==> src/rtl/serial_sub_pkg.sv <==
// Shared types and constants for the bit-serial subtractor.
package serial_sub_pkg;

    localparam int DEFAULT_WIDTH = 4;

    typedef enum logic [1:0] {
        IDLE  = 2'd0,
        SHIFT = 2'd1,
        DONE  = 2'd2
    } state_t;

endpackage

==> src/rtl/full_subtractor.sv <==
// One-bit full subtractor: d = a - b - bin, bout set when the bit underflows.
module full_subtractor (
    input  logic a,
    input  logic b,
    input  logic bin,
    output logic d,
    output logic bout
);

    always_comb begin
        d    = a ^ b ^ bin;
        bout = (~a & b) | (~(a ^ b) & bin);
    end

endmodule

==> src/rtl/serial_subtractor.sv <==
// Bit-serial a - b - bin, LSB first through one full_subtractor cell.
// Define SUB_OVF_EN to add the registered signed-overflow output ovf.
module serial_subtractor
    import serial_sub_pkg::*;
#(
    parameter int WIDTH = DEFAULT_WIDTH
) (
    input  logic             clk,
    input  logic             rst_n,
    input  logic             in_valid,
    output logic             in_ready,
    input  logic [WIDTH-1:0] a,
    input  logic [WIDTH-1:0] b,
    input  logic             bin,
    output logic             out_valid,
    input  logic             out_ready,
    output logic [WIDTH-1:0] diff,
    output logic             bout
`ifdef SUB_OVF_EN
    ,
    output logic             ovf
`endif
);

    localparam int CW = (WIDTH > 1) ? $clog2(WIDTH) : 1;
    localparam logic [CW-1:0] LAST_BIT = CW'(WIDTH - 1);

    state_t           state_q, state_d;
    logic [CW-1:0]    cnt_q, cnt_d;
    logic [WIDTH-1:0] a_sh_q, a_sh_d;
    logic [WIDTH-1:0] b_sh_q, b_sh_d;
    logic             borrow_q, borrow_d;
    logic [WIDTH-1:0] diff_q, diff_d;
    logic             bout_q, bout_d;
    logic             in_ready_q, in_ready_d;
    logic             out_valid_q, out_valid_d;
`ifdef SUB_OVF_EN
    logic             ovf_q, ovf_d;
`endif

    logic fs_d;
    logic fs_bout;

    full_subtractor u_fs (
        .a    (a_sh_q[0]),
        .b    (b_sh_q[0]),
        .bin  (borrow_q),
        .d    (fs_d),
        .bout (fs_bout)
    );

    always_comb begin
        state_d     = state_q;
        cnt_d       = cnt_q;
        a_sh_d      = a_sh_q;
        b_sh_d      = b_sh_q;
        borrow_d    = borrow_q;
        diff_d      = diff_q;
        bout_d      = bout_q;
        in_ready_d  = in_ready_q;
        out_valid_d = out_valid_q;
`ifdef SUB_OVF_EN
        ovf_d       = ovf_q;
`endif
        case (state_q)
            IDLE: begin
                if (in_valid) begin
                    a_sh_d     = a;
                    b_sh_d     = b;
                    borrow_d   = bin;
                    cnt_d      = '0;
                    in_ready_d = 1'b0;
                    state_d    = SHIFT;
                end
            end
            SHIFT: begin
                a_sh_d   = a_sh_q >> 1;
                b_sh_d   = b_sh_q >> 1;
                borrow_d = fs_bout;
                diff_d   = {fs_d, diff_q[WIDTH-1:1]};
                if (cnt_q == LAST_BIT) begin
                    // On the last bit the shift-register LSBs hold the operand MSBs.
                    bout_d      = fs_bout;
                    out_valid_d = 1'b1;
                    state_d     = DONE;
`ifdef SUB_OVF_EN
                    ovf_d = (a_sh_q[0] ^ b_sh_q[0]) & (a_sh_q[0] ^ fs_d);
`endif
                end else begin
                    cnt_d = cnt_q + CW'(1);
                end
            end
            DONE: begin
                if (out_ready) begin
                    out_valid_d = 1'b0;
                    in_ready_d  = 1'b1;
                    state_d     = IDLE;
                end
            end
            default: begin
                out_valid_d = 1'b0;
                in_ready_d  = 1'b1;
                state_d     = IDLE;
            end
        endcase
    end

    always_ff @(posedge clk) begin
        if (!rst_n) begin
            state_q     <= IDLE;
            cnt_q       <= '0;
            a_sh_q      <= '0;
            b_sh_q      <= '0;
            borrow_q    <= 1'b0;
            diff_q      <= '0;
            bout_q      <= 1'b0;
            in_ready_q  <= 1'b1;
            out_valid_q <= 1'b0;
`ifdef SUB_OVF_EN
            ovf_q       <= 1'b0;
`endif
        end else begin
            state_q     <= state_d;
            cnt_q       <= cnt_d;
            a_sh_q      <= a_sh_d;
            b_sh_q      <= b_sh_d;
            borrow_q    <= borrow_d;
            diff_q      <= diff_d;
            bout_q      <= bout_d;
            in_ready_q  <= in_ready_d;
            out_valid_q <= out_valid_d;
`ifdef SUB_OVF_EN
            ovf_q       <= ovf_d;
`endif
        end
    end

    assign in_ready  = in_ready_q;
    assign out_valid = out_valid_q;
    assign diff      = diff_q;
    assign bout      = bout_q;
`ifdef SUB_OVF_EN
    assign ovf       = ovf_q;
`endif

endmodule

==> config.mk <==
export PLATFORM = sky130hd
export DESIGN_NAME = serial_subtractor
export DESIGN_NICKNAME = d
export VERILOG_FILES = /design/src/rtl/serial_sub_pkg.sv /design/src/rtl/full_subtractor.sv /design/src/rtl/serial_subtractor.sv
export SDC_FILE = /design/constraint.sdc
export NUM_CORES = 1
export LEC_CHECK = 0
export BUFFER_PORTS_ARGS = -buffer_cell sky130_fd_sc_hd__buf_2
export CAP_MARGIN = 20
export CORE_MARGIN = 8
export CORE_UTILIZATION = 47
export CTS_CLUSTER_SIZE = 28
export DETAILED_ROUTE_END_ITERATION = 10
export PLACE_DENSITY = 0.73
export SLEW_MARGIN = 20
export SYNTH_ARGS = -nofsm -noshare
export SYNTH_HDL_FRONTEND = slang
export SYNTH_HIERARCHICAL = 1
export SYNTH_SLANG_ARGS = --single-unit
==> constraint.sdc <==
create_clock -name clk -period 1.2 [get_ports clk]
set_input_delay 0.18 -clock clk [delete_from_list [all_inputs] [get_ports clk]]
set_output_delay 0.18 -clock clk [all_outputs]
set_load 0.01 [all_outputs]
---- Word level (Yosys, flattened, before mapping) ----
Index checks and enable logic that the tools add are counted.
operators by class
  equal/unequal tests ..................... 7
  bitwise gates (word level) .............. 9
  multiplexer cells ....................... 19
  reduce and logical (&&, ||, !) cells .... 8
  add/subtract/negate cells ............... 1
operator list
  cell                                                                   number
  4-bit one-hot mux with 2 select lines                                  2
  3-bit AND reduction                                                    4
  2-bit 2-to-1 mux                                                       5
  4-bit 2-to-1 mux                                                       2
  2-bit != test, second input constant                                   4
  1-bit one-hot mux with 3 select lines                                  2
  2-bit one-hot mux with 3 select lines                                  1
  1-bit 2-to-1 mux                                                       5
  2-bit equality test, second input constant                             2
  1-bit NOT                                                              4
  2-bit one-hot mux with 2 select lines                                  1
  2-bit AND reduction                                                    2
  2-bit by 1-bit adder with 2-bit output, second input constant          1
  1-bit bitwise AND                                                      2
  2-bit by 1-bit equality test with 1-bit output, second input constant  1
  2-bit logical NOT                                                      1
  1-bit one-hot mux with 2 select lines                                  1
  2-bit nonzero test                                                     1
  1-bit bitwise XOR                                                      2
  1-bit OR                                                               1
word-level totals
  word-level logic and storage cells ...... 53
  output and inout bits ................... 7
  input bits .............................. 13
  bits in registers ....................... 20

---- Depth between registers and ports, before layout ----
Gate-level depths: netlist of run 1.
  depth after elaboration ................. 5
  depth in mapped cells ................... 5
  mapped depth without buffers ............ 5

---- By module ----
The synthesis of run 1 kept the hierarchy.
by module, submodules not included
  module             cells an instance  seq. area each (um^2)  area an instance (um^2)  times used
  serial_subtractor  90                 400.4                  927.1                    1
  full_subtractor    4                  0.0                    31.3                     1

---- Worst setup path before layout of run 1 ----
Ideal clock, no wire load.
  path kind ............................... register to register
  from .................................... reg b_sh_q[0]
  to ...................................... reg borrow_q
  setup slack ............................. 0.071 ns
  buffers on the path ..................... 0
  cell stages (with the launch flop) ...... 6
  setup time .............................. 0.079 ns
  period minus slack after synthesis ...... 1.129 ns
  required time ........................... 1.121 ns
  data arrival time ....................... 1.050 ns
  cell sequence ........................... dfxtp_1 inv_1 fa_1 inv_1 mux2i_1 a211oi_2
between the ends
  longest elaborated chain between the ends .. 5
RTL lines
  what                                       RTL line                  text
  from (decl)                                serial_subtractor.sv:31   logic [WIDTH-1:0] b_sh_q, b_sh_d;
  from (signal assigned)                     serial_subtractor.sv:126  b_sh_q <= b_sh_d;
  1-bit bitwise XOR                          full_subtractor.sv:12     bout = (~a & b) | (~(a ^ b) & bin);
  1-bit NOT                                  full_subtractor.sv:12
  1-bit bitwise AND                          full_subtractor.sv:12
  1-bit OR (*)                               full_subtractor.sv:12
  net fs_bout                                serial_subtractor.sv:42   logic fs_bout;
  1-bit one-hot mux with 2 select lines (*)  serial_subtractor.sv:65   case (state_q)
  to (signal assigned)                       serial_subtractor.sv:127  borrow_q <= borrow_d;
  to (decl)                                  serial_subtractor.sv:32   logic borrow_q, borrow_d;
The timed path passes the listed nets; every way through them passes the cells marked *.
A chain may end at the register's enable or synchronous reset.

---- Worst setup path in the final report of run 1 ----
Same ends and word-level chain as after synthesis.

==> results of run 1 <==
worst max-delay path: cells and delay by family (launching register included):
kind,cells,cell delay (ns)
compound gates,1,0.20
buf+inv,2,0.11
fa+ha+maj,1,0.34
mux,1,0.07
flops,1,0.35
through the flow:
| step | hold WS (ns) | total power, mW | instances |
|---|---|---|---|
| 2_1_floorplan | 0.260 | 0.931 | 94 |
| 3_3_place_gp | 0.380 | 0.970 | 139 |
| 3_5_place_dp | 0.402 | 0.981 | 139 |
| 4_1_cts | 0.0710 | 1.38 | 144 |
| 5_1_grt | 0.0821 | 1.45 | 144 |
| 6_report | 0.0733 | 1.38 | 144 |
report_power, final:
group          internal, mW  switching [mW]
logic                 0.123           0.124
clock network         0.185           0.207
registers             0.709          0.0339
sequential cells by signal, summed over array words and instances, names as in the netlist:
signal / flops
state_q: 2
bout: 1
a_sh_q: 4
b_sh_q: 4
borrow_q: 1
cnt_q: 2
diff: 4
in_ready: 1
out_valid: 1
per-layer routing:
metal	GRT usage, %	vias up	wire, um
li1	-	377	-
met1	11.2	353	806
met2	20.1	12	1030
met3	2.51	5	60
met4	5.98	0	38
met5	0	-	0
cells in the mapped netlist:
cell type / n / share of area (%)
nor2b_1: 1 / 0.65
a31oi_1: 2 / 1.3
a211oi_2: 7 / 9.1
nor2_2: 3 / 2.0
buf_6: 2 / 2.3
ha_1: 1 / 1.3
a211oi_1: 1 / 0.78
nand2_1: 1 / 0.39
nand4bb_1: 2 / 2.3
mux2i_1: 12 / 13
nor3_1: 1 / 0.52
nand2b_1: 2 / 1.3
inv_2: 1 / 0.39
nor2_1: 13 / 5.1
inv_1: 3 / 1.2
buf_4: 1 / 0.78
a21oi_1: 6 / 3.1
nand3b_1: 1 / 0.78
buf_2: 1 / 0.52
o21ai_0: 1 / 0.52
buf_12: 1 / 2.1
nand3_1: 2 / 1.0
o21ba_4: 1 / 1.7
clkbuf_1: 1 / 0.39
nor4b_1: 1 / 0.91
dfxtp_1: 20 / 42
o21ai_1: 4 / 2.1
a2bb2oi_1: 1 / 0.91
fa_1: 1 / 2.1
cells by family after synthesis:
logic type / synth area share, %
AOI/OAI and AO/OA: 19.6
adders and majority gates: 3.39
buffers and inverters: 7.70
DFF: 41.8
muxes: 12.5
and+or+nand+nor: 15.0
final cells by class:
class                           count  area [um2]
Clock buffer                        4        36.3
Fill cell                         178         798
Inverter                            4        15.0
Multi-Input combinational cell     64         512
Sequential cell                    20         407
Tap cell                           27        33.8
Timing Repair Buffer               25         140
repair_timing:
item | 4_1_cts | 5_1_grt
endpoints found under the setup margin | 1 | 14
resized for setup | 1 | 13
pin swaps | 1 | 2
setup buffers | 1 | 0
worst max-delay path by stage:
stage	end	slack (ns)	cells after the start
after CTS	cnt_q[0]	0.005	4
after global routing	borrow_q	-0.005	5
final	borrow_q	0.06	5
after detailed placement	borrow_q	0.0006	5
after floorplan	borrow_q	0.07	5
after global placement	bout	0.05	4
==> impl_metrics.tcl, run 1 <==
set metrics [dict create \
    outcome "finished, final reports clean" \
    crit_slowest_cell "dfxtp_2" \
    die_h_um 61.2 \
    track_usage_pct 11.0 \
    grt_pass1_wl_um 3110 \
    dieWidth_um 61.2 \
    required_ns 1.43 \
    finalHoldViolations 0 \
    clk_latency_ns 0.30 \
    dr_total_vias 747 \
    routed_via_density 5.19 \
    postLayoutCoreUtil_pct 58.9 \
    drtPass1Iterations 4 \
    rsz0062_at_grt "true" \
    post-route-period-util_pct 94.9 \
    grt_overflow 0 \
    synth-seq-area-share_pct 41.8 \
    cp-startpoint "b_sh_q[0]" \
    yosysWarnings 6 \
    hold_depth 2 \
    cts-root-buf "clkbuf_4" \
    fin_setup_tns_ns 0 \
    nNetsFinal 133 \
    dp_slack_ns 0.000573 \
    synth_nets 109 \
    r2r-start "b_sh_q[0]" \
    power.leakage_nw 0.473 \
    maxCapViolCount 0 \
    clock.fmax_mhz 878 \
    stdcell_area_um2 1140 \
    initial_core_util_pct 49.4 \
    ir_drop_v 0.000827 \
    cts.sinks 20 \
    yosys.cell_types.count 29 \
    cellPowerDensity_nw_per_um2 1210 \
    rows 16 \
    worst_setup_path_start_kind "flop" \
    critPathKind "flop to flop" \
    tightest_slew_ns 0.409 \
    syn_area_um2 958 \
    slew_viol_final 0 \
    drc_errors 0 \
    syn_area_per_cell_um2 10.2 \
    rr_worst_depth 5 \
    cp_slowest_stage_delay_ns 0.35 \
    critical_path.most_common_cell "inv_2" \
    finalSetupViolCount 0 \
    synthCells 94 \
    drt-wirelength-per-cell_um 13.4 \
    cp.arrival_ns 1.37 \
    clkTransAtPathRegs_ns 0.11 \
    ys_seq_elements 20 \
    die-area_um2 3740 \
    dpl_cell_area_um2 1070 \
    place_congestion 0.719 \
    cts_max_path_buffers 2 \
    path_cells "inv_2, fa_2, inv_2, mux2i_2, a211oi_2" \
    io_buffers 19 \
    fin_ws_ns 0.0615 \
    end_kind "flop" \
    worstHoldEndpoint "in_ready" \
    tritoncts "built" \
    synthToLayoutAreaGrowth_pct 19.3 \
    cts_htree_levels 1 \
    finClkSkew_ns 0.000878 \
    drive_above_1_share_pct 46.2 \
    antenna_left 0 \
    pin_count 20 \
    cts.hold.buffers_added 0 \
    grt_max_degree 20 \
    r2r_slack_ns 0.06 \
    antenna_found_initial 0 \
    dp_hpwl_um 1400 \
    insertedDiodeCount 0 \
    final_cell_mix "buf_2 (19), dfxtp_1 (15), nor2_1 (12), mux2i_1 (11), a211oi_2 (7)" \
    cts_buffers 3 \
    worstHoldStart "rst_n" \
    period_needed_ns 1.14 \
    timing.slew.headroom_pct 72.7 \
    worstReg2RegEnd "borrow_q" \
    core_area_um2 1940 \
    drt_iter0_drc 12 \
    grt_pass1_vias 733 \
    wl_um 1930 \
    final_common_cell "buf_2" \
    hold_path_class "primary input to flop" \
    crit_path_max_fanout 2 \
]
Power figures use the tool's default switching activity.
==> inputs of run 2 (changes only) <==
--- a/config.mk
+++ b/config.mk
@@ -11,7 +11,7 @@
 export CORE_UTILIZATION = 47
 export CTS_CLUSTER_SIZE = 28
 export DETAILED_ROUTE_END_ITERATION = 10
-export PLACE_DENSITY = 0.73
+export PLACE_DENSITY_LB_ADDON = 0.08
 export SLEW_MARGIN = 20
 export SYNTH_ARGS = -nofsm -noshare
 export SYNTH_HDL_FRONTEND = slang
==> impl_metrics.tcl, run 2 (synthesized netlist as in run 1, its figures left out) <==
set metrics [dict create \
    dp_hpwl_um 1410 \
    io_buffers 19 \
    finClkSkew_ns 0.00469 \
    track_usage_pct 11.4 \
    end_kind "flop" \
    cp_slowest_stage_delay_ns 0.36 \
    critPathKind "flop to flop" \
    antenna_found_initial 0 \
    synthToLayoutAreaGrowth_pct 18.7 \
    crit_path_max_fanout 2 \
    outcome "finished, final reports clean" \
    drt-wirelength-per-cell_um 13.3 \
    finalSetupViolCount 0 \
    final_common_cell "buf_2" \
    cts.sinks 20 \
    final_cell_mix "buf_2 (19), dfxtp_1 (17), nor2_1 (13), mux2i_1 (12), a211oi_2 (7)" \
    drtPass1Iterations 3 \
    core_area_um2 1940 \
    clk_latency_ns 0.30 \
    cts_buffers 3 \
    maxCapViolCount 0 \
    timing.slew.headroom_pct 74.1 \
    required_ns 1.43 \
    hold_path_class "primary input to flop" \
    nNetsFinal 133 \
    rows 16 \
    fill_cells 186 \
    crit_slowest_cell "dfxtp_2" \
    grt_max_degree 20 \
    ir_drop_v 0.000685 \
    drt_iter0_drc 8 \
    grt_overflow 0 \
    clock.fmax_mhz 867 \
    cp.arrival_ns 1.39 \
    post-route-period-util_pct 96.1 \
    dpl_cell_area_um2 1080 \
    fin_cells 144 \
    period_needed_ns 1.15 \
    tightest_slew_ns 0.388 \
    cts_max_path_buffers 2 \
    die-area_um2 3740 \
    dr_total_vias 737 \
    slew_viol_final 0 \
    pin_count 20 \
    insertedDiodeCount 0 \
    tritoncts "built" \
    stdcell_area_um2 1140 \
    post-place-cells 139 \
    routed_via_density 5.12 \
    dieWidth_um 61.2 \
    initial_core_util_pct 49.4 \
    fin_setup_tns_ns 0 \
    cts-root-buf "clkbuf_4" \
    critical_path.most_common_cell "inv_2" \
    drive_above_1_share_pct 41.9 \
    finalHoldViolations 0 \
    cts_htree_levels 1 \
    grt_pass1_wl_um 3190 \
    place_congestion 0.717 \
    antenna_left 0 \
    wl_um 1910 \
    worst_setup_path_start_kind "flop" \
    postLayoutCoreUtil_pct 58.6 \
    cellPowerDensity_nw_per_um2 1220 \
    power.leakage_nw 0.476 \
    die_h_um 61.2 \
    grt_pass1_vias 742 \
    drc_errors 0 \
    path_cells "inv_2, fa_2, inv_2, mux2i_1, a211oi_2" \
    clkTransAtPathRegs_ns 0.11 \
]
==> run 2: cell counts in the layout (fill, tap and decap cells not counted) <==
No cell type changed its count.
==> run 2: layout make-up <==
class	instances	area, um2	share of cell area [%]
tap	27	33.8	2.97
multi-input combinational	64	495	43.6
timing repair buffer	25	153	13.4
sequential	20	404	35.5
inverter	4	15.0	1.32
clock buffer	4	36.3	3.19
==> run 2: through the flow <==
step	total power, mW	setup WS, ns	hold slack [ns]
global route	1.45	-0.000790	0.0867
detailed placement	0.997	-0.0106	0.386
global placement	0.989	0.0511	0.390
CTS	1.40	0.0000205	0.0493
floorplan	0.931	0.0707	0.260
finish	1.39	0.0462	0.0562
==> run 2: what timing repair did <==
item                                    4_1_cts  5_1_grt
endpoints found under the setup margin        1       10
hold buffers                                  0        0
pin swaps                                     1        2
resized for setup                             2        6
setup buffers                                 0        1
cloned                                        0        0
==> run 2: per-layer routing <==
metal / track usage [%] / share of wire [%] / vias to the layer above / wire [um]
met1: 12.5 / 47 / 342 / 890
met4: 6.98 / 2.4 / 0 / 46
li1: - / - / 377 / -
met3: 2.30 / 3.0 / 5 / 57
met5: 0 / 0 / - / 0
met2: 19.4 / 48 / 13 / 915
==> run 2: worst paths after layout <==
check	slack, ns	endpoint	from	cells after the start
setup / recovery	0.05	borrow_q	borrow_q	5
hold / removal	0.06	in_ready	rst_n	2
setup reg to reg	0.05	borrow_q	borrow_q	5
hold reg to reg	0.50	a_sh_q[3]	a_sh_q[3]	2
==> run 2: where the power goes <==
part           switching [mW]  internal, mW  total (mW)
clock network           0.209         0.185       0.394
logic                   0.128         0.127       0.255
registers              0.0291         0.708       0.737
==> run 2: critical path, delay by kind of cell (launching register included) <==
kind	cells	cell delay, ns
flops	1	0.36
buf+inv	2	0.10
compound gates	1	0.21
fa+ha+maj	1	0.34
mux	1	0.08
